==> src/rtl/motor_pkg.sv <==
// Shared types and helpers for the multi-channel H-bridge motor driver.
// Optional build macro: MOTOR_RAMP_EN (slew-limited duty changes, used by pwm_channel).
package motor_pkg;

  // Per-channel bridge sequencing state
  typedef enum logic [1:0] {
    CH_IDLE,
    CH_RUN,
    CH_DRAIN,
    CH_DEAD
  } ch_state_e;

  // Full-scale duty of the default 8-bit PWM counter (continuous-on level)
  localparam int unsigned PWM_MAX = 255;

  // Move cur toward tgt by at most lim, landing exactly on tgt without overshoot
  function automatic int unsigned sat_step(input int unsigned cur,
                                           input int unsigned tgt,
                                           input int unsigned lim);
    if (tgt > cur) begin
      return ((tgt - cur) > lim) ? (cur + lim) : tgt;
    end else begin
      return ((cur - tgt) > lim) ? (cur - lim) : tgt;
    end
  endfunction

endpackage

==> src/rtl/pwm_channel.sv <==
// One H-bridge channel: sequencing FSM, applied-duty register and PWM comparator.
// Optional build macro: MOTOR_RAMP_EN -- duty moves at most RAMP_STEP per period;
// without it the applied duty jumps to the target at each period start.
module pwm_channel
  import motor_pkg::*;
#(
  parameter int PWM_BITS  = 8,
  parameter int RAMP_STEP = 4
) (
  input  logic                i_clk,
  input  logic                i_rst,
  input  logic                i_enable,
  input  logic                i_wrap,
  input  logic [PWM_BITS-1:0] i_cnt,
  input  logic                i_obstacle,
  input  logic                i_dir,
  input  logic [PWM_BITS-1:0] i_duty_target,
  output logic                o_en_out,
  output logic                o_in_a,
  output logic                o_in_b,
  output logic [PWM_BITS-1:0] o_duty_now
);

  localparam logic [PWM_BITS-1:0] DUTY_FULL = '1;

`ifdef MOTOR_RAMP_EN
  localparam int unsigned STEP_LIM = int'(RAMP_STEP);
`else
  // A step larger than the whole duty range reaches any target in one period
  localparam int unsigned STEP_LIM = int'(RAMP_STEP) + (32'd1 << PWM_BITS);
`endif

  ch_state_e           r_state;
  logic                r_dir;
  logic [PWM_BITS-1:0] r_duty;
  logic                r_en_out;
  logic                r_in_a;
  logic                r_in_b;

  logic [PWM_BITS-1:0] w_target;
  logic [PWM_BITS-1:0] w_goal;
  logic [PWM_BITS-1:0] w_next;
  logic                w_active;
  logic                w_pwm;

  // Forward motion is suppressed while an obstacle is present; reverse never is
  assign w_target = (i_obstacle && i_dir) ? '0 : i_duty_target;
  assign w_goal   = (r_state == CH_DRAIN) ? '0 : w_target;
  assign w_next   = PWM_BITS'(sat_step(32'(r_duty), 32'(w_goal), STEP_LIM));
  assign w_active = (r_state == CH_RUN) || (r_state == CH_DRAIN);

  // PWM comparator with solid-off and solid-on end points
  always_comb begin
    w_pwm = 1'b0;
    if (r_duty == '0) begin
      w_pwm = 1'b0;
    end else if (r_duty == DUTY_FULL) begin
      w_pwm = 1'b1;
    end else begin
      w_pwm = (i_cnt < r_duty);
    end
  end

  // Channel FSM, applied duty and registered bridge pins
  always_ff @(posedge i_clk) begin
    if (i_rst) begin
      r_state  <= CH_IDLE;
      r_dir    <= 1'b0;
      r_duty   <= '0;
      r_en_out <= 1'b0;
      r_in_a   <= 1'b0;
      r_in_b   <= 1'b0;
    end else if (!i_enable) begin
      r_state  <= CH_IDLE;
      r_duty   <= '0;
      r_en_out <= 1'b0;
      r_in_a   <= 1'b0;
      r_in_b   <= 1'b0;
    end else begin
      r_en_out <= w_active && w_pwm;
      r_in_a   <= w_active && r_dir;
      r_in_b   <= w_active && !r_dir;
      if (i_wrap) begin
        case (r_state)
          CH_IDLE: begin
            r_dir   <= i_dir;
            r_state <= CH_RUN;
          end
          CH_RUN: begin
            if (i_dir != r_dir) begin
              r_state <= CH_DRAIN;
            end else begin
              r_duty <= w_next;
            end
          end
          CH_DRAIN: begin
            r_duty <= w_next;
            if (w_next == '0) begin
              r_state <= CH_DEAD;
            end
          end
          CH_DEAD: begin
            // Direction is re-sampled here, so a toggle-back simply re-latches it
            r_dir   <= i_dir;
            r_state <= CH_RUN;
          end
          default: r_state <= CH_IDLE;
        endcase
      end
    end
  end

  assign o_en_out   = r_en_out;
  assign o_in_a     = r_in_a;
  assign o_in_b     = r_in_b;
  assign o_duty_now = r_duty;

endmodule

==> src/rtl/multi_motor_drive.sv <==
// N-channel H-bridge motor driver: shared prescaler/PWM counter, obstacle
// interlock with hysteresis, and one pwm_channel per motor.
// Optional build macro: MOTOR_RAMP_EN (ramped duty changes in each channel).
module multi_motor_drive
  import motor_pkg::*;
#(
  parameter int NUM_CH    = 2,
  parameter int PWM_BITS  = 8,
  parameter int PRESCALE  = 100,
  parameter int RAMP_STEP = 4,
  parameter int DIST_BITS = 33,
  parameter int STOP_DIST = 20,
  parameter int HYST      = 5
) (
  input  logic                       MAX10_CLK1_50,
  input  logic                       reset,
  input  logic                       enable,
  input  logic [NUM_CH*PWM_BITS-1:0] duty_target,
  input  logic [NUM_CH-1:0]          dir,
  input  logic [DIST_BITS-1:0]       distance,
  input  logic                       distance_valid,
  output logic [NUM_CH-1:0]          en_out,
  output logic [NUM_CH-1:0]          in_a,
  output logic [NUM_CH-1:0]          in_b,
  output logic [NUM_CH*PWM_BITS-1:0] duty_now,
  output logic                       obstacle,
  output logic                       period_start
);

  localparam int PS_W = (PRESCALE > 1) ? $clog2(PRESCALE) : 1;
  localparam logic [PS_W-1:0]      PS_LAST = PS_W'(PRESCALE - 1);
  localparam logic [PWM_BITS-1:0]  CNT_MAX = '1;
  localparam logic [DIST_BITS-1:0] SET_LIM = DIST_BITS'(STOP_DIST);
  localparam logic [DIST_BITS-1:0] CLR_LIM = DIST_BITS'(STOP_DIST + HYST);

  logic [PS_W-1:0]     r_presc;
  logic [PWM_BITS-1:0] r_cnt;
  logic                r_period_start;
  logic                r_obstacle;
  logic                w_tick;
  logic                w_wrap;

  assign w_tick = (r_presc == PS_LAST);
  // Last clock of the period: channels commit duty/direction on this edge
  assign w_wrap = w_tick && (r_cnt == CNT_MAX);

  // Prescaler, PWM counter and the wrap pulse
  always_ff @(posedge MAX10_CLK1_50) begin
    if (reset) begin
      r_presc        <= '0;
      r_cnt          <= '0;
      r_period_start <= 1'b0;
    end else begin
      r_presc        <= w_tick ? '0 : r_presc + 1'b1;
      if (w_tick) begin
        r_cnt <= r_cnt + 1'b1;
      end
      r_period_start <= w_wrap;
    end
  end

  // Obstacle interlock with hysteresis band [STOP_DIST, STOP_DIST+HYST)
  always_ff @(posedge MAX10_CLK1_50) begin
    if (reset) begin
      r_obstacle <= 1'b0;
    end else if (distance_valid) begin
      if (distance < SET_LIM) begin
        r_obstacle <= 1'b1;
      end else if (distance >= CLR_LIM) begin
        r_obstacle <= 1'b0;
      end
    end
  end

  for (genvar g = 0; g < NUM_CH; g++) begin : g_ch
    pwm_channel #(
      .PWM_BITS (PWM_BITS),
      .RAMP_STEP(RAMP_STEP)
    ) u_ch (
      .i_clk        (MAX10_CLK1_50),
      .i_rst        (reset),
      .i_enable     (enable),
      .i_wrap       (w_wrap),
      .i_cnt        (r_cnt),
      .i_obstacle   (r_obstacle),
      .i_dir        (dir[g]),
      .i_duty_target(duty_target[g*PWM_BITS +: PWM_BITS]),
      .o_en_out     (en_out[g]),
      .o_in_a       (in_a[g]),
      .o_in_b       (in_b[g]),
      .o_duty_now   (duty_now[g*PWM_BITS +: PWM_BITS])
    );
  end

  assign obstacle     = r_obstacle;
  assign period_start = r_period_start;

endmodule

==> config.mk <==
export PLATFORM = sky130hd
export DESIGN_NAME = multi_motor_drive
export DESIGN_NICKNAME = d
export VERILOG_FILES = /design/src/rtl/motor_pkg.sv /design/src/rtl/pwm_channel.sv /design/src/rtl/multi_motor_drive.sv
export SDC_FILE = /design/constraint.sdc
export NUM_CORES = 1
export LEC_CHECK = 0
export BUFFER_PORTS_ARGS = -buffer_cell sky130_fd_sc_hd__buf_4
export CORE_ASPECT_RATIO = 2
export CORE_MARGIN = 2
export CORE_UTILIZATION = 50
export CTS_BUF_LIST = sky130_fd_sc_hd__clkbuf_2
export CTS_CLUSTER_SIZE = 20
export DETAILED_ROUTE_END_ITERATION = 16
export HOLD_SLACK_MARGIN = 0.03
export PLACE_DENSITY = 0.86
export SKIP_LAST_GASP = 1
export SLEW_MARGIN = 20
export SYNTH_ARGS = -nofsm -noshare
export SYNTH_HDL_FRONTEND = slang
export SYNTH_SLANG_ARGS = --single-unit
export TNS_END_PERCENT = 1
==> constraint.sdc <==
create_clock -name MAX10_CLK1_50 -period 4 [get_ports MAX10_CLK1_50]
set_clock_uncertainty 0.2 [all_clocks]
set_input_delay 0.2 -clock MAX10_CLK1_50 [delete_from_list [all_inputs] [get_ports MAX10_CLK1_50]]
set_output_delay 0.2 -clock MAX10_CLK1_50 [all_outputs]
set_load 0.02 [all_outputs]
# == Yosys cells after proc, flatten, opt, wreduce, memory -nomap -nowiden ==
# Cells that the tools add are included.
# word_totals
mem_bits_ro,0
ramBits,0
mem_count,0
regBits,45
input_bits,55
latch_bits,0
# classes
bitwise,1
n_reduce_logical,33
eq_ne,18
mul,0
order_cmp,10
div_mod_pow,0
shifts,0
n_addsub,10
n_mux,26
# ops
cell,n
"> comparator 32 x 9 -> 1 bit, second input constant",4
two-way mux 8 bit,12
subtractor 8 x 8 -> 9 bit,4
"greater-or-equal comparator 33 x 5 -> 1 bit, second input constant",1
"< comparator 33 x 5 -> 1 bit, second input constant",1
zero test 8 bit,4
one-hot mux 8 bit (2 select lines),2
"equality test 8 bit, second input constant",3
AND reduction 3 bit,6
"adder 8 x 3 -> 8 bit, second input constant",2
> comparator 8 bit,2
< comparator 8 bit,2
"subtractor 8 x 3 -> 8 bit, second input constant",2
"inequality test 2 bit, second input constant",6
one-hot mux 2 bit (3 select lines),2
logical AND 1 bit,9
"adder 8 x 1 -> 8 bit, second input constant",1
"equality test 2 bit, second input constant",4
two-way mux 2 bit,4
OR reduction 2 bit,4
"adder 7 x 1 -> 7 bit, second input constant",1
"equality test 7 bit, second input constant",1
two-way mux 1 bit,6
nonzero test 2 bit,3
other kinds (7),12

# == Longest topological paths before layout ==
# depth
ltp_word,10
mapped_depth,13
depth_no_buf,12

# == By module ==
# A second synthesis with hierarchy kept.
# hier_totals
hier_cells,438
hier_area_um2,3621.0
# modules_own_cells
module,area_each_um2,instances,seq_area_each_um2,cells_per_inst
pwm_channel at g_ch[0].u_ch,1400.1,1,280.3,175
pwm_channel at g_ch[1].u_ch,1395.1,1,280.3,174
multi_motor_drive,825.8,1,340.3,89

# == Worst setup path after synthesis ==
# Ideal clock, no wire load.
# synth_timing
path_kind,flip-flop to flip-flop
startpoint,register g_ch[0].u_ch.r_state[0]
endpoint,register g_ch[0].u_ch.r_duty[6]
t_arrival_ns,2.673
synth_period_minus_slack_ns,2.979
path_stages_with_launch,13
required_time_ns,3.694
slack_ns,1.021
cell_sequence,dfxtp_1 -> inv_1 -> ha_1 -> a21oi_1 -> nand2_1 -> inv_1 -> ha_1 -> a21o_1 -> a21oi_1 -> o2111a_1 -> o21ai_0 -> or4_1 -> o311ai_0
# synth_via
elab_chain_len,8
# synth_rtl
item,line,text
from (decl),pwm_channel.sv:33,ch_state_e r_state;
from (signal assigned),pwm_channel.sv:67,r_state <= CH_IDLE;
from (signal assigned),pwm_channel.sv:74,r_state <= CH_IDLE;
from (signal assigned),pwm_channel.sv:87,r_state <= CH_RUN;
equality test 2 bit,"pwm_channel.sv:48, pwm_channel.sv:84",
two-way mux 8 bit,pwm_channel.sv:48,assign w_goal = (r_state == CH_DRAIN) ? '0 : w_target;
subtractor 8 x 8 -> 9 bit (on tied branches),"motor_pkg.sv:23, motor_pkg.sv:21",
> comparator 32 x 9 -> 1 bit (on tied branches),"motor_pkg.sv:23, motor_pkg.sv:21",
two-way mux 8 bit (on tied branches),"motor_pkg.sv:23, motor_pkg.sv:21",
two-way mux 8 bit,motor_pkg.sv:20,if (tgt > cur) begin
two-way mux 8 bit,pwm_channel.sv:90,if (i_dir != r_dir) begin
one-hot mux 8 bit (2 select lines),pwm_channel.sv:84,case (r_state)
to (signal assigned),pwm_channel.sv:93,r_duty <= w_next;
to (signal assigned),pwm_channel.sv:97,r_duty <= w_next;
to (decl),pwm_channel.sv:35,logic [PWM_BITS-1:0] r_duty;
# Parallel ways exist; a longest one is shown, timed or not. The select of a mux whose other input is x is not followed.
# A chain may end at the register's enable or synchronous reset.

# == Worst setup path in the final report ==
# layout_timing
startpoint,register g_ch[1].u_ch.r_state[0]
endpoint,register g_ch[1].u_ch.r_duty[0]
# layout_via
elab_chain_len,8
# layout_rtl
item,line
from (decl),pwm_channel.sv:33
from (signal assigned),pwm_channel.sv:67
from (signal assigned),pwm_channel.sv:74
from (signal assigned),pwm_channel.sv:87
equality test 2 bit,"pwm_channel.sv:48, pwm_channel.sv:84"
two-way mux 8 bit,pwm_channel.sv:48
subtractor 8 x 8 -> 9 bit (on tied branches),"motor_pkg.sv:23, motor_pkg.sv:21"
> comparator 32 x 9 -> 1 bit (on tied branches),"motor_pkg.sv:23, motor_pkg.sv:21"
two-way mux 8 bit (on tied branches),"motor_pkg.sv:23, motor_pkg.sv:21"
two-way mux 8 bit,motor_pkg.sv:20
two-way mux 8 bit,pwm_channel.sv:90
one-hot mux 8 bit (2 select lines),pwm_channel.sv:84
to (signal assigned),pwm_channel.sv:93
to (signal assigned),pwm_channel.sv:97
to (decl),pwm_channel.sv:35
# Parallel ways exist; a longest one is shown, timed or not. The select of a mux whose other input is x is not followed.

==> impl_results.html <==
<table>
<tr><th>Metric</th><th>Value</th></tr>
<tr><th colspan="2">Logic synthesis</th></tr>
<tr><td>Number of nets produced by synthesis</td><td>between 500 and 600</td></tr>
<tr><td>Library cells used by synthesis</td><td>52</td></tr>
<tr><td>Synth Warn #</td><td>0</td></tr>
<tr><td>Post-synthesis cell area</td><td>about 3700 um^2</td></tr>
<tr><td>Flip-flop cell with the highest count after synthesis</td><td>dfxtp_1</td></tr>
<tr><td>Post-synth EDFFs</td><td>0</td></tr>
<tr><td>Number of synthesized register bits</td><td>45</td></tr>
<tr><td>Sequential-to-total area share from yosys stat</td><td>around a quarter</td></tr>
<tr><td>Async set or reset register ratio after synthesis</td><td>0%</td></tr>
<tr><td>Number of instances in the synthesized netlist</td><td>roughly 470</td></tr>
<tr><td>Syn_area_per_cell</td><td>slightly below 8 um^2</td></tr>
<tr><th colspan="2">Route</th></tr>
<tr><td>Residual DRC</td><td>0</td></tr>
<tr><td>Antenna viol nets, final</td><td>0</td></tr>
<tr><td>Number of search-and-repair iterations in the first detailed-routing pass</td><td>5</td></tr>
<tr><td>WL final</td><td>between 10,000 and 15,000 um</td></tr>
<tr><td>Routed len/inst</td><td>16.6 um</td></tr>
<tr><td>Total via count in the routed design</td><td>around 3,900</td></tr>
<tr><td>Count of routing violations after the opening detailed-route iteration</td><td>roughly 300</td></tr>
<tr><td>Drt via density</td><td>approximately 6</td></tr>
<tr><th colspan="2">CTS</th></tr>
<tr><td>Number of clock sinks</td><td>45</td></tr>
<tr><td>H-Tree Level Count</td><td>2</td></tr>
<tr><td>TritonCTS clock tree</td><td>yes</td></tr>
<tr><td>Buffers inserted during post-CTS setup optimization</td><td>0</td></tr>
<tr><td>Clock tree root buffer cell</td><td>clkbuf_2</td></tr>
<tr><td>Inserted Clock Buffers</td><td>5</td></tr>
<tr><td>Post-CTS resize count</td><td>0</td></tr>
<tr><td>Clock transition time at the flip-flop clock pins of the worst setup and hold paths</td><td>between 0.2 and 0.3 ns</td></tr>
<tr><td>Post-CTS Hold Fix Bufs</td><td>27</td></tr>
<tr><td>Maximum number of buffers from clock root to sink</td><td>2</td></tr>
<tr><td>Later-pin clock latency in the skew report</td><td>about 0.46 ns</td></tr>
<tr><th colspan="2">Power and ir drop</th></tr>
<tr><td>Static leakage</td><td>2.16 nW</td></tr>
<tr><td>Share of power burned in combinational logic</td><td>16.7%</td></tr>
<tr><td>Sw power</td><td>about 0.24 mW</td></tr>
<tr><td>Post-layout total power</td><td>0.943 mW</td></tr>
<tr><td>Internal power of the cells</td><td>~0.7 mW</td></tr>
<tr><td>Power per standard cell area</td><td>approximately 200 nW/um^2</td></tr>
<tr><td>Switching portion of total power</td><td>between 20% and 30%</td></tr>
<tr><td>Maximum resistive drop on vdd</td><td>roughly 160 uV</td></tr>
<tr><td>Sequential cell fraction of total power</td><td>approximately half</td></tr>
<tr><td>Clock group share of total power</td><td>a little over a third</td></tr>
<tr><th colspan="2">Critical path</th></tr>
<tr><td>Crit path arrival time</td><td>3.87 ns</td></tr>
<tr><td>Number of cells traversed by the worst register-to-register path</td><td>14</td></tr>
<tr><td>Critical path capture point type</td><td>register</td></tr>
<tr><td>Maximum fanout count along the critical path</td><td>14</td></tr>
<tr><td>Crit path buffers/inverters</td><td>4</td></tr>
<tr><td>Data required time at the worst endpoint</td><td>roughly 4.2 ns</td></tr>
<tr><td>Cell type group with the largest total delay on the critical path</td><td>compound AO/OA/AOI/OAI gates</td></tr>
<tr><td>Crit path largest cell delay</td><td>roughly 0.57 ns</td></tr>
<tr><td>Setup slack of the worst register-to-register path</td><td>between 0.3 and 0.4 ns</td></tr>
<tr><td>Worst path most repeated cell</td><td>a21oi_1</td></tr>
<tr><td>Cells traversed along the worst timing path</td><td>inv_1, ha_1, a21oi_1, buf_4, nand2_1, inv_1, ha_1, o21ai_0, a21oi_1, nor3_1, o21a_1, a21oi_1, mux2i_1, dlygate4sd3_1</td></tr>
<tr><td>Critical-path cell with the highest stage delay</td><td>dlygate4sd3_1</td></tr>
<tr><td>Number of logic stages on the critical path including buffering</td><td>14</td></tr>
<tr><td>Nature of the critical path startpoint</td><td>register</td></tr>
<tr><td>Path type of the worst setup path</td><td>reg -&gt; reg</td></tr>
<tr><th colspan="2">Floorplanning</th></tr>
<tr><td>Starting density of the core</td><td>about half</td></tr>
<tr><td>Die span in y</td><td>126 um</td></tr>
<tr><td>Area of the core</td><td>7210 um^2</td></tr>
<tr><td>Full die area</td><td>8140 um^2</td></tr>
<tr><td>Number of I/O pins</td><td>slightly below 80</td></tr>
<tr><td>FP Rows</td><td>44</td></tr>
<tr><td>Die Width</td><td>64.8 um</td></tr>
<tr><th colspan="2">Cells and area</th></tr>
<tr><td>Share of the core filled with cells</td><td>65.1%</td></tr>
<tr><td>Layout area overhead</td><td>27.0%</td></tr>
<tr><td>Proportion of layout cells with a drive suffix above 1</td><td>between 15 and 20%</td></tr>
<tr><td>Cell area after layout</td><td>4700 um^2</td></tr>
<tr><td>Number of nets at the end of the flow</td><td>677</td></tr>
<tr><th colspan="2">Placement</th></tr>
<tr><td>Placement-stage cell area</td><td>between 4000 and 5000 um^2</td></tr>
<tr><td>Global placement routability congestion</td><td>between 0.9 and 1</td></tr>
<tr><td>Dpl ws</td><td>0.425 ns</td></tr>
<tr><td>Port bufs</td><td>78</td></tr>
<tr><td>Post-detailed-placement half-perimeter wirelength</td><td>a little over 8000 um</td></tr>
<tr><th colspan="2">STA</th></tr>
<tr><td>Hold Violations, Final</td><td>0</td></tr>
<tr><td>FMAX</td><td>270 MHz</td></tr>
<tr><td>Number of failing setup endpoints in the final timing report</td><td>0</td></tr>
<tr><td>Setup TNS</td><td>0 ns</td></tr>
<tr><td>Post-route clock period utilization</td><td>between 90% and 100%</td></tr>
<tr><td>Relative max-transition margin</td><td>slightly below 50%</td></tr>
<tr><td>Min cycle time layout</td><td>3.70 ns</td></tr>
<tr><td>Worst path setup slack after routing</td><td>slightly above 0.3 ns</td></tr>
<tr><td>RSZ-0062 raised after global routing</td><td>no</td></tr>
<tr><td>Number of slew-limit violations in the final report</td><td>0</td></tr>
<tr><td>Tightest Pin Transition</td><td>0.779 ns</td></tr>
<tr><th colspan="2">Global route</th></tr>
<tr><td>Global-route wire length before repair</td><td>between 15,000 and 20,000 um</td></tr>
<tr><td>Maximum number of pins on one net before global-route repair</td><td>27</td></tr>
<tr><td>Antenna violations before repair</td><td>1</td></tr>
<tr><td>Global-route congestion overflow total</td><td>0</td></tr>
<tr><td>Number of global-route vias before repair</td><td>roughly 4,000</td></tr>
<tr><td>Total global routing track utilization</td><td>between 20% and 30%</td></tr>
<tr><th colspan="2">Run</th></tr>
<tr><td>Number of maximum-capacitance violations</td><td>0</td></tr>
<tr><th colspan="2">Run status</th></tr>
<tr><td>Run status</td><td>finished clean</td></tr>
<tr><th colspan="2">Min path</th></tr>
<tr><td>Cell depth of the worst hold path</td><td>4</td></tr>
<tr><td>Classification of the worst-slack hold path</td><td>in -&gt; reg</td></tr>
</table>
==> worst register-to-register path, cell delays in order, from the launching register on <==
cell and delay (ns):
dfxtp_1 0.43, inv_1 0.09, ha_1 0.25, a21oi_1 0.13, buf_4 0.19, nand2_1 0.09, inv_1 0.09, ha_1 0.25
o21ai_0 0.18, a21oi_1 0.09, nor3_1 0.19, o21a_1 0.46, a21oi_1 0.23, mux2i_1 0.17, dlygate4sd3_1 0.57
==> logic make-up after synthesis <==
| logic type | Yosys count | synth area share (%) |
|---|---|---|
| AO/OA/AOI/OAI | 92 | 16.8 |
| multiplexers | 10 | 2.74 |
| buffers and inverters | 66 | 7.51 |
| AND/OR/NAND/NOR | 181 | 25.6 |
| flip-flops | 45 | 24.4 |
| adder cells (fa/ha/maj) | 58 | 19.6 |
| XOR/XNOR | 14 | 3.32 |
==> cells in the mapped netlist, types with 7 or more instances <==
| master | instances | area share, % |
|---|---|---|
| nand2_1 | 50 | 5.1 |
| a211oi_1 | 7 | 1.4 |
| nand3_1 | 23 | 3.1 |
| or3_1 | 7 | 1.2 |
| a31oi_1 | 8 | 1.4 |
| a21oi_1 | 19 | 2.6 |
| mux2i_1 | 9 | 2.4 |
| nor2_1 | 36 | 3.7 |
| nor4_1 | 17 | 2.9 |
| dfxtp_1 | 45 | 24 |
| nor3_1 | 8 | 1.1 |
| ha_1 | 58 | 20 |
| nand2b_1 | 8 | 1.4 |
| o21ai_0 | 17 | 2.3 |
| xnor2_1 | 9 | 2.1 |
| nand4_1 | 9 | 1.5 |
| inv_1 | 48 | 4.9 |
| and3_1 | 8 | 1.4 |
==> per-layer routing <==
metal  wire length [um]  vias up  share of wire [%]  track usage [%]
li1                   -     1857                  -                -
met1               3670     1834                 34             24.7
met2               5960      207                 55             52.9
met3                592       46                5.4             3.57
met4                690        0                6.3             19.6
met5                  0        -                  0                0
==> cell type report <==
| class | count | area [um^2] |
|---|---|---|
| Antenna cell | 1 | 2.50 |
| Clock buffer | 5 | 25.0 |
| Clock inverter | 3 | 65.1 |
| Fill cell | 614 | 2510 |
| Inverter | 48 | 180 |
| Multi-Input combinational cell | 355 | 2520 |
| Sequential cell | 45 | 901 |
| Tap cell | 92 | 115 |
| Timing Repair Buffer | 109 | 886 |
==> path summary, 6_finish.rpt <==
path,from,endpoint
max,g_ch[1].u_ch.r_state[0],g_ch[1].u_ch.o_duty_now[0]
max reg2reg,g_ch[1].u_ch.r_state[0],g_ch[1].u_ch.o_duty_now[0]
min reg2reg,r_presc[0],r_presc[0]
min,duty_target[12],g_ch[1].u_ch.o_duty_now[4]
==> power by group through the flow <==
stage	combinational (mW)	sequential, mW	clock [mW]
detailed placement	0.137	0.463	0
floorplan	0.0719	0.463	0
CTS	0.154	0.455	0.331
global route	0.173	0.456	0.351
global placement	0.132	0.463	0
finish	0.157	0.455	0.330
==> metrics by stage <==
| step | instances | hold slack (ns) |
|---|---|---|
| final | 658 | 0.0577 |
| after global routing | 658 | 0.0591 |
| after CTS | 657 | 0.0479 |
| after detailed placement | 622 | 0.197 |
| after global placement | 622 | 0.191 |
| after floorplan | 466 | 0.0728 |
==> cell usage in the layout (no fill, tap or decap), types with 5 or more instances in the layout <==
| master | synthesis | routed |
|---|---|---|
| buf_4 | 6 | 82 |
| ha_1 | 58 | 58 |
| nand2_1 | 50 | 50 |
| inv_1 | 48 | 48 |
| dfxtp_1 | 45 | 45 |
| nor2_1 | 36 | 36 |
| dlygate4sd3_1 | 0 | 27 |
| nand3_1 | 23 | 23 |
| a21oi_1 | 19 | 19 |
| nor4_1 | 17 | 17 |
| o21ai_0 | 17 | 17 |
| nand4_1 | 9 | 9 |
| xnor2_1 | 9 | 9 |
| mux2i_1 | 9 | 9 |
| nand2b_1 | 8 | 8 |
| a31oi_1 | 8 | 8 |
| nor3_1 | 8 | 8 |
| and3_1 | 8 | 8 |
| or3_1 | 7 | 7 |
| a211oi_1 | 7 | 7 |
| a21o_1 | 6 | 6 |
| o311ai_0 | 6 | 6 |
| xor2_1 | 5 | 5 |
| clkbuf_2 | 1 | 5 |
==> sequential cells by signal, summed over array words and instances (netlist names) <==
signal                count
g_ch.u_ch.o_in_a          2
g_ch.u_ch.o_in_b          2
obstacle                  1
g_ch.u_ch.r_state         4
g_ch.u_ch.o_duty_now     16
g_ch.u_ch.o_en_out        2
r_presc                   7
g_ch.u_ch.r_dir           2
period_start              1
r_cnt                     8
Power figures use the tool's default switching activity.
